<file path="src/rtl/fifo_serial_pkg.sv">
// Shared types for the FIFO-fed serial transmitter: FSM state encoding and frame-length helper.
// Pure declarations; no timing or flow-control behaviour of its own.
package fifo_serial_pkg;

    typedef enum logic [2:0] {
        IDLE,
        FETCH,
        LOAD,
        START,
        DATA,
        PARITY,
        STOP
    } tx_state_t;

    // Serial bits per frame: start + data + optional parity + stop bits.
    function automatic int frame_bits(input int data_width, input int parity_en, input int stop_bits);
        return 1 + data_width + parity_en + stop_bits;
    endfunction

endpackage

</file>
<file path="src/rtl/fifo_serial_tx_if.sv">
// FIFO read port seen by the serial transmitter: empty flag, registered read data, pop strobe.
// Data is valid the cycle after fifo_rd_en; the consumer only pops when empty was sampled low.
interface fifo_serial_tx_if #(
    parameter int DATA_WIDTH = 8
);
    logic                  fifo_empty;
    logic [DATA_WIDTH-1:0] fifo_data;
    logic                  fifo_rd_en;

    modport master (
        input  fifo_empty,
        input  fifo_data,
        output fifo_rd_en
    );

    modport slave (
        output fifo_empty,
        output fifo_data,
        input  fifo_rd_en
    );
endinterface

</file>
<file path="src/rtl/serial_bit_timer.sv">
// Bit-period timer: bit_tick pulses on the last clk of every CLKS_PER_BIT-cycle bit period.
// Zero latency decode of the counter; clear holds it at 0 so the first period starts aligned.
module serial_bit_timer #(
    parameter int CLKS_PER_BIT = 16
) (
    input  logic clk,
    input  logic rst,
    input  logic clear,
    output logic bit_tick
);
    localparam int                CNT_W    = $clog2(CLKS_PER_BIT);
    localparam logic [CNT_W-1:0]  CNT_LAST = CNT_W'(CLKS_PER_BIT - 1);

    logic [CNT_W-1:0] cnt_q;
    logic [CNT_W-1:0] cnt_d;

    assign bit_tick = (cnt_q == CNT_LAST);

    always_comb begin
        cnt_d = cnt_q + 1'b1;
        if (clear || bit_tick) begin
            cnt_d = '0;
        end
    end

    always_ff @(posedge clk or negedge rst) begin
        if (!rst) begin
            cnt_q <= '0;
        end else begin
            cnt_q <= cnt_d;
        end
    end
endmodule

</file>
<file path="src/rtl/fifo_serial_tx.sv">
// Pops one word from the FIFO and sends it as start/data(LSB first)/parity/stop on tx.
// Pop-to-start-bit is 2 cycles; no new pop while a frame is in flight or enable is low.
module fifo_serial_tx
    import fifo_serial_pkg::*;
#(
    parameter int DATA_WIDTH   = 8,
    parameter int CLKS_PER_BIT = 16,
    parameter int PARITY_EN    = 0,
    parameter int PARITY_ODD   = 0,
    parameter int STOP_BITS    = 1
) (
    input  logic              clk,
    input  logic              rst,
    input  logic              enable,
    fifo_serial_tx_if.master  fifo,
    output logic              tx,
    output logic              busy,
    output logic              frame_done
);
    localparam int               IDX_W    = $clog2(DATA_WIDTH + 1);
    localparam logic [IDX_W-1:0] IDX_LAST = IDX_W'(DATA_WIDTH - 1);
    localparam logic             PAR_ODD  = (PARITY_ODD != 0);

    tx_state_t             state_q, state_d;
    logic [DATA_WIDTH-1:0] shift_q, shift_d;
    logic [IDX_W-1:0]      bit_idx_q, bit_idx_d;
    logic                  parity_q, parity_d;
    logic                  stop_q, stop_d;
    logic                  tx_q, tx_d;
    logic                  bit_tick;
    logic                  timer_clear;
    logic                  start_ok;

    // Timer is held at 0 outside the serial states so START always gets a full period.
    assign timer_clear = (state_q == IDLE) || (state_q == FETCH) || (state_q == LOAD);

    serial_bit_timer #(
        .CLKS_PER_BIT(CLKS_PER_BIT)
    ) u_bit_timer (
        .clk     (clk),
        .rst     (rst),
        .clear   (timer_clear),
        .bit_tick(bit_tick)
    );

    assign start_ok        = enable && !fifo.fifo_empty;
    assign fifo.fifo_rd_en = (state_q == FETCH);
    assign busy            = (state_q != IDLE);
    assign tx              = tx_q;

    always_comb begin
        state_d    = state_q;
        shift_d    = shift_q;
        bit_idx_d  = bit_idx_q;
        parity_d   = parity_q;
        stop_d     = stop_q;
        frame_done = 1'b0;

        unique case (state_q)
            IDLE: begin
                if (start_ok) begin
                    state_d = FETCH;
                end
            end
            FETCH: begin
                state_d = LOAD;
            end
            LOAD: begin
                shift_d  = fifo.fifo_data;
                parity_d = (^fifo.fifo_data) ^ PAR_ODD;
                state_d  = START;
            end
            START: begin
                if (bit_tick) begin
                    bit_idx_d = '0;
                    state_d   = DATA;
                end
            end
            DATA: begin
                if (bit_tick) begin
                    shift_d = shift_q >> 1;
                    if (bit_idx_q == IDX_LAST) begin
                        bit_idx_d = '0;
                        stop_d    = 1'b0;
                        state_d   = (PARITY_EN != 0) ? PARITY : STOP;
                    end else begin
                        bit_idx_d = bit_idx_q + 1'b1;
                    end
                end
            end
            PARITY: begin
                if (bit_tick) begin
                    stop_d  = 1'b0;
                    state_d = STOP;
                end
            end
            STOP: begin
                if (bit_tick) begin
                    if ((STOP_BITS == 2) && !stop_q) begin
                        stop_d = 1'b1;
                    end else begin
                        stop_d     = 1'b0;
                        frame_done = 1'b1;
                        state_d    = start_ok ? FETCH : IDLE;
                    end
                end
            end
            default: begin
                state_d = IDLE;
            end
        endcase

        // tx is registered from the next state so the line changes together with state_q.
        unique case (state_d)
            START:   tx_d = 1'b0;
            DATA:    tx_d = shift_d[0];
            PARITY:  tx_d = parity_d;
            default: tx_d = 1'b1;
        endcase
    end

    always_ff @(posedge clk or negedge rst) begin
        if (!rst) begin
            state_q   <= IDLE;
            shift_q   <= '0;
            bit_idx_q <= '0;
            parity_q  <= 1'b0;
            stop_q    <= 1'b0;
            tx_q      <= 1'b1;
        end else begin
            state_q   <= state_d;
            shift_q   <= shift_d;
            bit_idx_q <= bit_idx_d;
            parity_q  <= parity_d;
            stop_q    <= stop_d;
            tx_q      <= tx_d;
        end
    end
endmodule

</file>
<file path="src/flat_wrapper.sv">
// flat-port wrapper written by rule: the top's interface ports become plain ports
module fifo_serial_tx_flat import fifo_serial_pkg::*;
#(
    parameter int DATA_WIDTH   = 8,
    parameter int CLKS_PER_BIT = 16,
    parameter int PARITY_EN    = 0,
    parameter int PARITY_ODD   = 0,
    parameter int STOP_BITS    = 1
)
  (clk, rst, enable, tx, busy, frame_done, fifo_fifo_empty, fifo_fifo_data, fifo_fifo_rd_en);
  fifo_serial_tx_if #(.DATA_WIDTH(DATA_WIDTH)) fifo_i ();
  input  logic clk;
  input  logic rst;
  input  logic enable;
  output logic tx;
  output logic busy;
  output logic frame_done;
  input wire logic [$bits(fifo_i.fifo_empty)-1:0] fifo_fifo_empty;
  input wire logic [$bits(fifo_i.fifo_data)-1:0] fifo_fifo_data;
  output wire logic [$bits(fifo_i.fifo_rd_en)-1:0] fifo_fifo_rd_en;
  assign fifo_i.fifo_empty = fifo_fifo_empty;
  assign fifo_i.fifo_data = fifo_fifo_data;
  assign fifo_fifo_rd_en = fifo_i.fifo_rd_en;
  fifo_serial_tx #(.DATA_WIDTH(DATA_WIDTH), .CLKS_PER_BIT(CLKS_PER_BIT), .PARITY_EN(PARITY_EN), .PARITY_ODD(PARITY_ODD), .STOP_BITS(STOP_BITS)) u_core (.clk(clk), .rst(rst), .enable(enable), .fifo(fifo_i), .tx(tx), .busy(busy), .frame_done(frame_done));
endmodule
</file>
<file path="config.mk">
export PLATFORM = sky130hd
export DESIGN_NAME = fifo_serial_tx_flat
export DESIGN_NICKNAME = d
export VERILOG_FILES = /design/src/rtl/fifo_serial_pkg.sv /design/src/rtl/fifo_serial_tx_if.sv /design/src/rtl/serial_bit_timer.sv /design/src/rtl/fifo_serial_tx.sv /design/src/flat_wrapper.sv
export SDC_FILE = /design/constraint.sdc
export NUM_CORES = 1
export LEC_CHECK = 0
export ABC_AREA = 1
export ABC_CLOCK_PERIOD_IN_PS = 2900
export CORE_MARGIN = 5
export CORE_UTILIZATION = 45
export DETAILED_ROUTE_END_ITERATION = 12
export GPL_TIMING_DRIVEN = 1
export PLACE_DENSITY = 0.76
export SYNTH_ARGS = -nofsm -noshare
export SYNTH_HDL_FRONTEND = slang
export SYNTH_SLANG_ARGS = --single-unit
</file>
<file path="constraint.sdc">
create_clock -name clk -period 2.9 [get_ports clk]
set_input_delay 0.58 -clock clk [delete_from_list [all_inputs] [get_ports clk]]
set_output_delay 0.58 -clock clk [all_outputs]
set_load 0.005 [all_outputs]
</file>
[Word level (Yosys, flattened, before mapping)]
Cells that the tools add are included.
Operators by class
  add/subtract/negate cells: 2
  multipliers: 0
  div/mod/pow operators: 0
  $lt $le $gt $ge: 0
  equal/unequal tests: 13
  shifts and indexed selects: 0
  mux-type cells: 19
  bitwise operators: 0
  reductions and logical operators: 12
Operators with widths (number)
  $pmux W3 S7: 1
  $mux W3: 6
  $mux W4: 4
  $pmux W8 S2: 1
  $eq A3 B3 Y1 const B: 5
  $eq A3 B2 Y1 const B: 3
  $add A4 B1 Y4 const B: 2
  $mux W8: 1
  $pmux W4 S2: 1
  $reduce_xor A8 Y1: 1
  $eq A4 B3 Y1 const B: 1
  $eq A4 B4 Y1 const B: 1
  $mux W1: 4
  $ne A2 B2 Y1 const B: 2
  $reduce_bool A2 Y1: 2
  $eq A3 B1 Y1 const B: 1
  $logic_not A3 Y1: 1
  $logic_or A1 B1 Y1: 3
  $pmux W1 S3: 1
  $reduce_and A3 Y1: 1
  $reduce_bool A3 Y1: 1
  $reduce_and A2 Y1: 1
  $logic_and A1 B1 Y1: 1
  $logic_not A1 Y1: 1
Storage, ports and cells
  register bits: 21
  latch bits: 0
  RAM bits: 0
  bits in read-only memories: 0
  bits of input ports: 12
  output and inout bits: 4
  word-level logic and storage cells: 53
  memories: 0

[Depth between registers and ports, before layout]
  depth in word-level cells: 7
  gate-level depth with buffers: 10
  depth with buffers taken out: 9

[Hierarchy]
Synthesis repeated with hierarchy kept, for this count alone.
Second synthesis, totals
  cell total of the unflattened synthesis: 186
  area total of the unflattened synthesis: 1343.8 um^2
Modules (own cells, without submodules)
  fifo_serial_tx: times used 1, cells each 167, area each 1151.1 um^2
  serial_bit_timer: times used 1, cells each 19, area each 192.7 um^2

[Least setup slack after synthesis]
OpenSTA, ideal clock, no wires.
  path kind: register -> output
  start point: register u_core.u_bit_timer.cnt_q[0]
  end point: output port frame_done
  data arrival time: 0.860 ns
  required time: 2.320 ns
  path slack: 1.460 ns
  stages on the path, launching flop included: 4
  buffers on the path: 0
  cell sequence: dfrtp_1 -> ha_1 -> nand3_4 -> nor2_1
On the way
  cells in the longest elaborated chain, start to end: 3
Ends and longest elaborated chain
  start: declaration: RTL line serial_bit_timer.sv:14  | logic [CNT_W-1:0] cnt_q;
  start signal: assignment: RTL line serial_bit_timer.sv:30  | cnt_q <= cnt_d;
  $eq A4 B4 Y1: RTL line serial_bit_timer.sv:17  | assign bit_tick = (cnt_q == CNT_LAST);
  $mux W1: RTL line fifo_serial_tx.sv:98  | if (bit_tick) begin
  $mux W1: RTL line fifo_serial_tx.sv:59  | unique case (state_q)
  end: declaration: RTL line flat_wrapper.sv:17  | output logic frame_done;
No other way between the ends.

[Final worst setup path]
Same ends and word-level chain as after synthesis.

==> results by stage <==
Timing:
- The maximum achievable frequency is ~430 MHz.
- The time the worst path needs with I/O delays and setup is between 2 and 2.5 ns.
- The final max-slew violation count is 0.
- The clock skew after layout is 0.00399 ns.
- The final-layout setup total negative slack is 0 ns.
- The worst-margin pin slew is between 0.3 and 0.4 ns.
- The share of the clock period used by the worst path after layout is 0.802.
- The hold violation total from the final report came to 0.
- Setup repair after global routing left no endpoint under its margin.
- Setup violations remaining at the end of the flow were counted as 0.
- Headroom to the max-slew limit came out at 0.769.

Floorplanning:
- The number of top-level pins is 16.
- The die is around 63 um wide.
- The die footprint is around 0.004 mm^2.
- The initial core utilization is 0.467.
- The region available for standard cell placement spans between 0.002 and 0.003 mm^2.
- The die height is about 63 um.
- Row generation in the floorplan step produced 19 rows.

Finish:
- In the layout the commonest cells are sky130_fd_sc_hd__nand2_1, sky130_fd_sc_hd__inv_1, sky130_fd_sc_hd__dfrtp_1.
- The area overhead of the layout relative to synthesis is 15.9%.
- The non-filler instance count after layout is 220.
- The most common library cell in the layout ignoring fill and taps is sky130_fd_sc_hd__nand2_1.
- The number of nets at the end of the flow is around 200.
- The filler cells instantiated in the layout total ~270.
- The layout cell share with drive strength beyond 1 is 0.148.
- The repair_antennas step left the layout with diodes totalling 0.

Setup path:
- STA classifies the critical path startpoint as a flop.
- The critical register-to-register path startpoint is u_core.u_bit_timer.cnt_q[0].
- The critical path is of the flop to output port type.
- STA classifies the critical path endpoint as an output port.
- The maximum net fanout on the critical path is 5.
- The launch point of the critical path is u_core.u_bit_timer.cnt_q[0].
- The arrival time at the worst endpoint is 1.75 ns.
- STA puts the critical path data required time at ~2.3 ns.

Worst hold path:
- The worst hold-check path type is flop to flop.
- The origin of the worst min-delay path is u_core.u_bit_timer.cnt_q[0].

Placement:
- The half-perimeter wire length of the detailed placement result is approximately 2200 um.
- The count of buffers added on input and output ports is 15.
- The placer congestion estimate is 0.780.
- The placed instance count is roughly 220.

Detailed routing:
- The aggregate routed wire length is around 2600 um.
- The count of antenna-violating nets left after detailed routing is 0.
- In the final routed layout, each cell accounts on average for 11.8 um.
- The number of optimization iterations in the first detailed-route pass is 4.
- The routed layout has 1127 vias.
- The vias per cell is between 5 and 6.
- In this run, the number of DRC markers left after iteration 0 of detailed routing was between 40 and 50.
- For this run, design rule violations remaining after detail routing come to 0.

Synth:
- The commonest register cell after synthesis is sky130_fd_sc_hd__dfrtp_1.
- After synthesis, the largest family of logic cells by area is simple AND/OR/NAND/NOR gates.
- In this run the cell area of the synthesized design comes to approximately 0.0013 mm^2.
- Synthesis instantiated 29 different standard cells from the library.
- The count of flip-flops with a built-in enable after synthesis is 0.
- A synthesized cell averages 7.53 um^2.
- Of the post-synthesis cell area, the dominant cell type holds 0.389.
- During synthesis, Yosys emitted a total of 0 warnings.
- When the netlist entered floorplanning its net count stood at 185.
- Of the total synthesized cell area, the portion taken by XOR and XNOR cells is 0.0204.
- The post-synthesis instance total is about 170.
- The compound-gate portion of the synthesized area was 0.0914.
- Of the total synthesized cell area, the portion taken by full adders, half adders and majority gates is 0.0194.
- Counting flops with an async set or reset pin after synthesis yields a share of 1.00.
- The share of the Yosys chip area taken by registers is 0.409.
- In the post-synthesis netlist, the biggest area contributors are sky130_fd_sc_hd__dfrtp_1, sky130_fd_sc_hd__nand2_1, sky130_fd_sc_hd__inv_1.
- The largest area contributor in the synthesized netlist is sky130_fd_sc_hd__dfrtp_1.
- The flip-flop and latch count after synthesis is 21.
- The fraction of synthesized area in multiplexers is 0.
- Of the total synthesized cell area, the portion taken by AND, OR, NAND and NOR gates is 0.355.

Clock network:
- Clock-pin slew was measured on the worst setup and hold paths at between 0.1 and 0.15 ns.
- The later pin in the worst-skew pair is clocked with a latency of between 0.3 and 0.4 ns.
- The number of gates given a new drive strength after cts is 0.
- The CTS buffer count is 3.
- The post-CTS setup buffer count is 0.
- The number of buffers inserted for hold repair after clock tree synthesis is 0.
- The buffer levels on the longest clock path is 2.
- In this run the number of H-tree levels came out at 1.
- The clock tree from TritonCTS is built.
- The tree built by TritonCTS fans out to 21 sinks.
- Clock tree synthesis selected as its root buffer the cell sky130_fd_sc_hd__clkbuf_4.

Power and ir drop:
- The internal power consumption is ~0.00038 W.
- The highest ir drop seen on vdd is 0.290 mV.
- The power density over the cells is between 300 and 400 mW/mm^2.
- Summed over all cells, the static leakage comes to between 0.7 and 0.8 nW.
- The sequential cell fraction of total power is 0.595.
- The clock network power share is 0.286.
- For this design the total switching power over the nets is 0.000130 W.
- The proportion of total power due to net switching is 0.254.
- The share of total power dissipated in combinational logic is 0.118.

Global route:
- The number of global-route vias before repair is between 1000 and 1500.
- Entering global routing, the biggest net connects 22 pins.
- The total congestion overflow is 0.
- The first global-routing pass estimated about 4600 um of wire.
- The number of antenna violations at the first check in global routing is 0.
- Across every metal layer, demand over resource in global routing totals 0.138.

Run status:
- The flow ran to the end, and the final reports show no timing, DRC or antenna violations.

Job:
- Across the run, the number of max-cap violations was 0.
metrics by stage:
stage          total power, W  worst slack [ns]  hold slack, ns  utilization  cell area, um^2
2_1_floorplan        0.000337              1.46           0.284            -             1290
3_3_place_gp         0.000368             0.944           0.439        0.531             1470
3_5_place_dp         0.000371             0.900           0.450        0.531             1470
4_1_cts              0.000518             0.541           0.467        0.541             1490
5_1_grt              0.000536             0.445           0.499        0.541             1490
6_report             0.000511             0.575           0.464        0.541             1490
final timing paths:
kind                                               end  slack [ns]  cells past startpoint
max in group asynchronous                    u_core.tx        2.03                      2
max                                         frame_done        0.57                      4
min reg2reg                u_core.u_bit_timer.cnt_q[0]        0.46                      1
min                        u_core.u_bit_timer.cnt_q[0]        0.46                      1
min in group asynchronous          u_core.bit_idx_q[0]        0.60                      2
max reg2reg                                  u_core.tx        1.40                      9
power groups by stage:
stage / combinational [W] / clock [W] / sequential, W
floorplan: 0.0000286 / 0 / 0.000309
global placement: 0.0000584 / 0 / 0.000309
detailed placement: 0.0000613 / 0 / 0.000310
CTS: 0.0000616 / 0.000152 / 0.000304
global route: 0.0000701 / 0.000161 / 0.000305
finish: 0.0000603 / 0.000146 / 0.000304
sequential cells by signal, indices dropped and copies added, names as in the netlist:
name                      cells
u_core.u_bit_timer.cnt_q      4
u_core.shift_q                8
u_core.bit_idx_q              4
u_core.tx                     1
u_core.parity_q               1
u_core.state_q                3
synthesized netlist by cell type, types with 3 or more instances:
cell type	count
sky130_fd_sc_hd__nand2_1	46
sky130_fd_sc_hd__inv_1	24
sky130_fd_sc_hd__dfrtp_1	20
sky130_fd_sc_hd__nor2_1	18
sky130_fd_sc_hd__nand3_1	11
sky130_fd_sc_hd__a21oi_1	5
sky130_fd_sc_hd__o21ai_0	5
sky130_fd_sc_hd__inv_2	4
sky130_fd_sc_hd__nand2_2	4
sky130_fd_sc_hd__nor2_2	4
sky130_fd_sc_hd__a22oi_1	3
sky130_fd_sc_hd__nor2_4	3
sky130_fd_sc_hd__o221ai_1	3
logic make-up (layout without fill, tap and decap cells):
| logic type | count (synthesis) | count (layout) |
|---|---|---|
| xor gates and xnor gates | 3 | 3 |
| buffers and inverters | 32 | 50 |
| adders and majority gates | 2 | 2 |
| DFF | 21 | 21 |
| and+or+nand+nor | 94 | 94 |
| AOI/OAI and AO/OA | 19 | 19 |
critical path, stage by stage (launching register included):
cell                              delay, ns
sky130_fd_sc_hd__dfrtp_1               0.39
sky130_fd_sc_hd__ha_1                  0.24
sky130_fd_sc_hd__nand3_4               0.13
sky130_fd_sc_hd__nor2_1                0.16
sky130_fd_sc_hd__clkdlybuf4s50_1       0.52
layer usage:
metal  vias to the layer above  track usage  share of wire
li1                        575            -              -
met1                       524        0.146           0.40
met2                        24        0.254           0.54
met3                         4       0.0355          0.054
met4                         0       0.0571          0.012
met5                         -            0              0
final cells by class:
| type | instances | area [um^2] | area share |
|---|---|---|---|
| clock buffers | 3 | 22.5 | 0.0151 |
| clock inverters | 1 | 5.00 | 0.00335 |
| inverters | 30 | 116 | 0.0780 |
| multi-input cells | 118 | 626 | 0.419 |
| flip-flops and latches | 21 | 527 | 0.353 |
| well taps | 31 | 38.8 | 0.0260 |
| repair buffers | 16 | 158 | 0.106 |
No activity file was read; power rests on OpenSTA's default activity.
